`config.mk`:
```
export PLATFORM = sky130hd
export DESIGN_NAME = matrix_add_sequencer
export DESIGN_NICKNAME = d
export VERILOG_FILES = /design/src/rtl/matrix_add_sequencer.sv
export SDC_FILE = /design/constraint.sdc
export NUM_CORES = 1
export LEC_CHECK = 0
export CORE_MARGIN = 2
export CORE_UTILIZATION = 45
export CTS_CLUSTER_DIAMETER = 60
export DETAILED_ROUTE_END_ITERATION = 16
export GPL_TIMING_DRIVEN = 0
export PLACE_DENSITY = 0.73
export SYNTH_ARGS = -nofsm -noshare
export SYNTH_HDL_FRONTEND = slang
export SYNTH_SLANG_ARGS = --single-unit
```
`constraint.sdc`:
```
create_clock -name clk -period 1.9 [get_ports clk]
set_clock_uncertainty 0.05 [all_clocks]
set_input_delay 0.285 -clock clk [delete_from_list [all_inputs] [get_ports clk]]
set_output_delay 0.285 -clock clk [all_outputs]
set_load 0.05 [all_outputs]
```
`src/rtl/matrix_add_sequencer.sv`:
```
// ============================================================================
// matrix_add_sequencer : R x C signed-magnitude element-wise add sequencer
// Revision: 1.0
// ============================================================================
`default_nettype none

module matrix_add_sequencer #(
  parameter int R = 6,
  parameter int C = 6,
  parameter int N = 32
) (
  input  logic                 clk,
  input  logic                 rst,
  input  logic                 start,
  input  logic                 hold,
  output logic                 busy,
  output logic                 done,
  output logic                 rd_en,
  output logic [$clog2(R)-1:0] rd_row,
  output logic [$clog2(C)-1:0] rd_col,
  input  logic [N-1:0]         a_data,
  input  logic [N-1:0]         b_data,
  output logic                 wr_en,
  output logic [$clog2(R)-1:0] wr_row,
  output logic [$clog2(C)-1:0] wr_col,
  output logic [N-1:0]         wr_data,
  output logic                 ovf
);

  localparam int RW = $clog2(R);
  localparam int CW = $clog2(C);
  localparam logic [RW-1:0] ROW_LAST = RW'(R - 1);
  localparam logic [CW-1:0] COL_LAST = CW'(C - 1);

  typedef enum logic [1:0] {IDLE, RUN, DRAIN, DONE} state_t;

  state_t          state;
  logic            rd_en_q;
  logic            wr_en_q;
  logic            done_q;
  logic            pipe_v;
  logic [RW-1:0]   pipe_row;
  logic [CW-1:0]   pipe_col;

  logic            sa, sb, rs, sat;
  logic [N-2:0]    ma, mb, mag;
  logic [N-1:0]    msum;
  logic [N-1:0]    sum;

  // Strobes are held internally across a hold so the pending transfer fires once on release.
  assign rd_en = rd_en_q & ~hold;
  assign wr_en = wr_en_q & ~hold;
  assign done  = done_q  & ~hold;

  always_comb begin
    ma   = a_data[N-2:0];
    mb   = b_data[N-2:0];
    sa   = a_data[N-1] & (|ma);
    sb   = b_data[N-1] & (|mb);
    msum = {1'b0, ma} + {1'b0, mb};
    sat  = 1'b0;
    rs   = sa;
    mag  = '0;
    if (sa == sb) begin
      if (msum[N-1]) begin
        sat = 1'b1;
        mag = '1;
      end else begin
        mag = msum[N-2:0];
      end
    end else if (ma >= mb) begin
      mag = ma - mb;
      rs  = sa;
    end else begin
      mag = mb - ma;
      rs  = sb;
    end
    if (mag == '0) rs = 1'b0;
    sum = {rs, mag};
  end

  always_ff @(posedge clk or posedge rst) begin
    if (rst) begin
      state    <= IDLE;
      busy     <= 1'b0;
      done_q   <= 1'b0;
      rd_en_q  <= 1'b0;
      rd_row   <= '0;
      rd_col   <= '0;
      pipe_v   <= 1'b0;
      pipe_row <= '0;
      pipe_col <= '0;
      wr_en_q  <= 1'b0;
      wr_row   <= '0;
      wr_col   <= '0;
      wr_data  <= '0;
      ovf      <= 1'b0;
    end else if (!hold) begin
      wr_en_q  <= pipe_v;
      if (pipe_v) begin
        wr_row  <= pipe_row;
        wr_col  <= pipe_col;
        wr_data <= sum;
        if (sat) ovf <= 1'b1;
      end
      pipe_v   <= rd_en_q;
      pipe_row <= rd_row;
      pipe_col <= rd_col;
      done_q   <= 1'b0;

      case (state)
        IDLE: begin
          if (start) begin
            state   <= RUN;
            busy    <= 1'b1;
            rd_en_q <= 1'b1;
            rd_row  <= '0;
            rd_col  <= '0;
            ovf     <= 1'b0;
          end
        end
        RUN: begin
          if (rd_row == ROW_LAST && rd_col == COL_LAST) begin
            state   <= DRAIN;
            rd_en_q <= 1'b0;
          end else if (rd_col == COL_LAST) begin
            rd_col <= '0;
            rd_row <= rd_row + 1'b1;
          end else begin
            rd_col <= rd_col + 1'b1;
          end
        end
        DRAIN: begin
          // Last write is on the bus once nothing is left in the operand stage.
          if (wr_en_q && !pipe_v) begin
            state  <= DONE;
            busy   <= 1'b0;
            done_q <= 1'b1;
          end
        end
        DONE: begin
          state <= IDLE;
        end
        default: state <= IDLE;
      endcase
    end
  end

endmodule

`default_nettype wire

```
==> implementation parameters <==
Parameter                              Value

Drt
  Number of nets with antenna violations after routing ... 0
  Post-route DRC ... 0
  Detailed-router iteration count before antenna repair ... 9
  Aggregate routed wire length ... approximately 40000 microns
  Vias per Instance ... between 6 and 7
  Detailed router's first-iteration violation count ... 1240
  Vias after detailed routing ... ~11000
  Wire length per cell ... ~25 microns

Final layout
  Fraction of final layout cells sized beyond drive strength 1 ... 0.4222
  Final non-filler cell area ... 13850 sq um
  Net count reported at finish ... 1565
  Filler instances ... approximately 1300
  Layout Area Growth over Synthesis ... 66.80%
  Number of inserted diodes ... 0

Yosys
  Largest area contributor in the netlist ... sky130_fd_sc_hd__dfrtp_1
  Synthesized netlist cell count ... about 1100
  Net count after synthesis ... between 1000 and 1500
  Cell types occupying the most area after synthesis ... sky130_fd_sc_hd__dfrtp_1 17%, sky130_fd_sc_hd__ha_1 16%, sky130_fd_sc_hd__a21oi_1 7.0%
  Most numerous cell in the Yosys netlist ... sky130_fd_sc_hd__a21oi_1
  Total of flip-flops plus latches after synthesis ... between 50 and 60
  Number of enable-type register cells in the synthesized netlist ... 0
  Netlist cell types ... 92
  Top cell type's share of synthesized area ... 0.1748
  Cell area after synthesis ... between 8000 and 9000 sq um
  Synthesized area divided by synthesized cell count ... ~7.4 sq um
  Count of warnings emitted by yosys ... 0
  Post-synth ARST share ... 1.000
  Post-synth top cells ... 116 x sky130_fd_sc_hd__a21oi_1, 104 x sky130_fd_sc_hd__ha_1, 101 x sky130_fd_sc_hd__inv_1, 101 x sky130_fd_sc_hd__nand2_1, 101 x sky130_fd_sc_hd__nor2_1
  Sequential element share of the synthesized area ... 0.1748
  Main synth FF type ... sky130_fd_sc_hd__dfrtp_1

STA
  Max Freq ... ~280 MHz
  Final WS setup ... -1.658 ns
  Sum of negative setup slack ... -32.92 ns
  Final period demand of the worst path ... around 3.6 ns
  Final setup vio count ... 33
  Setup repair after global routing missed its margin ... yes
  Final count of pins violating max slew ... 0
  Final Hold Fails ... 0
  Fin crit share ... 1.873
  Relative slew slack ... 0.5463
  Worst-Margin Slew ... roughly 0.7 ns

Worst hold path
  Path type of the worst min-delay path ... in2async

Critical path
  CP Capture Type ... flip-flop
  Startpoint Class ... input port
  Library cell contributing the largest single delay on the critical path ... sky130_fd_sc_hd__a32o_2
  Critical Path Max Stage Delay ... 0.38 ns
  Cell with the most instances on the worst path ... sky130_fd_sc_hd__buf_6
  Required time of the worst setup path ... about 2.0 ns
  Crit path kind ... in2reg
  Cell chain of the critical path ... buf_8 -> ha_4 -> and3b_2 -> o211a_4 -> o21a_4 -> o211ai_4 -> buf_6 -> buf_6 -> nand4_1 -> a32o_2 -> o22a_1 -> a21oi_4 -> o2111ai_1 -> nor4_2 -> a31oi_1
  Maximum net fanout on the critical path ... 5
  Arrival time of data at the critical path endpoint ... ~3.7 ns

Clock network
  Total number of clock tree sinks ... 58
  Maximum clock insertion buffer count ... 2
  Root buffer cell ... sky130_fd_sc_hd__clkbuf_16
  Clock Latency Late Sink ... ~0.32 ns
  Clock slew at the register clock pins of the worst setup and hold paths ... 0.05 ns
  Clock tree from TritonCTS ... built
  Hold buffers post-CTS ... 0
  Total clock buffers created by CTS ... 9
  CTS H-tree lvls ... 3

Placed design
  Pre-CTS setup slack ... -3.625 ns
  Count of input and output buffers ... roughly 120
  Weighted congestion at the end of routability-driven global placement ... 1.050
  Area post-placement ... between 10000 and 15000 sq um
  Final HPWL DP ... roughly 28000 microns

Power
  Part of the power in the clock network ... 0.217
  Sequential share of power ... 0.170
  Power, Total ... between 7 and 8 mW
  Switching power ... between 3 and 4 mW
  Pint ... 4.223 mW
  Leakage power summed over all cells ... 5.872 nW
  Share of total power in combinational logic ... 0.613
  Power Density ... ~530 nW/um^2
  Sw Ratio ... 0.4217
  Maximum VDD drop ... ~0.64 mV

Floorplan
  I/O pin count ... around 120
  Height of the die ... about 140 microns
  Die width ... 139.8 microns
  Initial core utilization ... 0.4606
  Total core area ... roughly 18000 sq um
  Floorplan die area ... between 15000 and 20000 sq um
  Row count ... 49

GRT
  Via count of the first global-routing pass ... 9836
  Pin count of the biggest net entering global routing ... 38
  Initial antenna violation count ... 0
  Remaining Overflow, GRT ... 0
  Aggregate global-route resource usage ... 0.3766
  Global-route wire length before repair ... 58010 microns

Flow run
  Max capacitance violation total ... 0

Status
  Result of the run ... finished with violations
  Violations in the final reports ... setup timing
==> through the flow <==
| step | util | std cells | hold slack (ns) |
|---|---|---|---|
| final | 0.7682 | 1624 | 0.2619 |
| after global routing | 0.7682 | 1624 | 0.3038 |
| after CTS | 0.7092 | 1570 | 0.2710 |
| after detailed placement | 0.5858 | 1464 | 0.4006 |
| after global placement | 0.5847 | 1463 | 0.3945 |
| after floorplan | - | 1119 | 0.3831 |
==> what timing repair did <==
| action | 4_1_cts | 5_1_grt |
|---|---|---|
| pin swaps | 92 | 89 |
| setup buffers | 88 | 64 |
| setup endpoints to repair | 47 | 34 |
| cloned | 3 | 1 |
| resized for setup | 596 | 160 |
==> power groups by stage <==
| stage | clock, mW | combinational (mW) | sequential, mW |
|---|---|---|---|
| after global placement | 0 | 2.84 | 1.26 |
| after detailed placement | 0 | 2.85 | 1.26 |
| after global routing | 1.66 | 4.61 | 1.24 |
| final | 1.59 | 4.48 | 1.24 |
| after CTS | 1.59 | 3.73 | 1.24 |
| after floorplan | 0 | 1.91 | 1.26 |
==> cell type report <==
cell class / instances / area (sq um) / share of cell area
inverter: 103 / 456.7 / 0.03298
tap: 229 / 286.5 / 0.02069
multi-input combinational: 900 / 8399 / 0.6066
sequential: 58 / 1454 / 0.1050
clock inverter: 5 / 53.80 / 0.003885
clock buffer: 11 / 242.7 / 0.01753
timing repair buffer: 265 / 2394 / 0.1729
buffer: 53 / 560.5 / 0.04048
==> logic make-up after synthesis <==
family | Yosys count | share of synthesized area
multiplexers | 24 | 0.03044
buffers and inverters | 162 | 0.08124
AND/OR/NAND/NOR | 364 | 0.2146
XOR/XNOR | 22 | 0.02412
adder cells (fa/ha/maj) | 107 | 0.1640
flip-flops | 58 | 0.1748
AO/OA/AOI/OAI | 382 | 0.3108
==> sequential cells by signal, indices dropped and copies added, names as in the netlist, 2 cells and up <==
name and count:
wr_data 32, pipe_col 3, pipe_row 3, rd_col 3, rd_row 3, wr_col 3, wr_row 3, state 2
==> worst max-delay path, delay by kind of cell <==
kind                       cells  cell delay [ns]
buffers and inverters          3             0.34
adders and majority gates      1             0.25
and+or+nand+nor                3             0.80
AOI/OAI and AO/OA              8             2.01
==> cell usage in the layout, fill, tap and decap left out, types with 7 or more instances in the layout <==
| cell | count |
|---|---|
| sky130_fd_sc_hd__buf_4 | 141 |
| sky130_fd_sc_hd__nand2_1 | 96 |
| sky130_fd_sc_hd__nor2_1 | 93 |
| sky130_fd_sc_hd__a21oi_1 | 81 |
| sky130_fd_sc_hd__inv_1 | 69 |
| sky130_fd_sc_hd__ha_1 | 67 |
| sky130_fd_sc_hd__dfrtp_1 | 56 |
| sky130_fd_sc_hd__clkdlybuf4s50_1 | 46 |
| sky130_fd_sc_hd__buf_6 | 35 |
| sky130_fd_sc_hd__o21ai_0 | 34 |
| sky130_fd_sc_hd__ha_4 | 32 |
| sky130_fd_sc_hd__buf_2 | 27 |
| sky130_fd_sc_hd__nand4_1 | 26 |
| sky130_fd_sc_hd__a21oi_2 | 26 |
| sky130_fd_sc_hd__inv_2 | 24 |
| sky130_fd_sc_hd__buf_8 | 21 |
| sky130_fd_sc_hd__o211ai_1 | 18 |
| sky130_fd_sc_hd__buf_12 | 17 |
| sky130_fd_sc_hd__a21o_1 | 16 |
| sky130_fd_sc_hd__nor4_4 | 15 |
| sky130_fd_sc_hd__o21ai_2 | 15 |
| sky130_fd_sc_hd__clkbuf_1 | 14 |
| sky130_fd_sc_hd__o21ai_1 | 14 |
| sky130_fd_sc_hd__nor3_1 | 13 |
| sky130_fd_sc_hd__o21bai_1 | 13 |
| sky130_fd_sc_hd__nor2b_1 | 12 |
| sky130_fd_sc_hd__nor3_2 | 11 |
| sky130_fd_sc_hd__clkbuf_16 | 11 |
| sky130_fd_sc_hd__a21oi_4 | 10 |
| sky130_fd_sc_hd__xnor2_2 | 10 |
| sky130_fd_sc_hd__o21a_1 | 9 |
| sky130_fd_sc_hd__nand2b_1 | 8 |
| sky130_fd_sc_hd__a2111oi_4 | 8 |
| sky130_fd_sc_hd__nand3_1 | 8 |
| sky130_fd_sc_hd__mux2i_1 | 8 |
| sky130_fd_sc_hd__nor2_4 | 7 |
| sky130_fd_sc_hd__a31oi_1 | 7 |
| sky130_fd_sc_hd__dlygate4sd2_1 | 7 |
==> metal layers <==
metal	vias up	global-route usage	wire (microns)
met5	-	0	0
li1	4649	-	-
met4	0	0.1663	2617
met3	228	0.07398	4430
met1	5052	0.5061	15640
met2	799	0.5877	17290
==> worst paths after layout <==
kind / start / to / slack [ns] / cells after the start
min in group clk: hold / pipe_row[2]$_DFFE_PP0N_ / 0.41 / 2
max in group asynchronous: rst / done_q$_DFFE_PP0N_ / 0.98 / 3
setup / recovery: b_data[2] / wr_data[31]$_DFFE_PP0P_ / -1.66 / 15
setup reg to reg: pipe_v$_DFFE_PP0N_ / wr_data[31]$_DFFE_PP0P_ / -0.38 / 8
hold reg to reg: pipe_row[0]$_DFFE_PP0N_ / wr_row[0]$_DFFE_PP0P_ / 0.41 / 2
hold / removal: rst / wr_data[19]$_DFFE_PP0P_ / 0.26 / 2
Note: power is estimated with default switching activity, not from simulation.
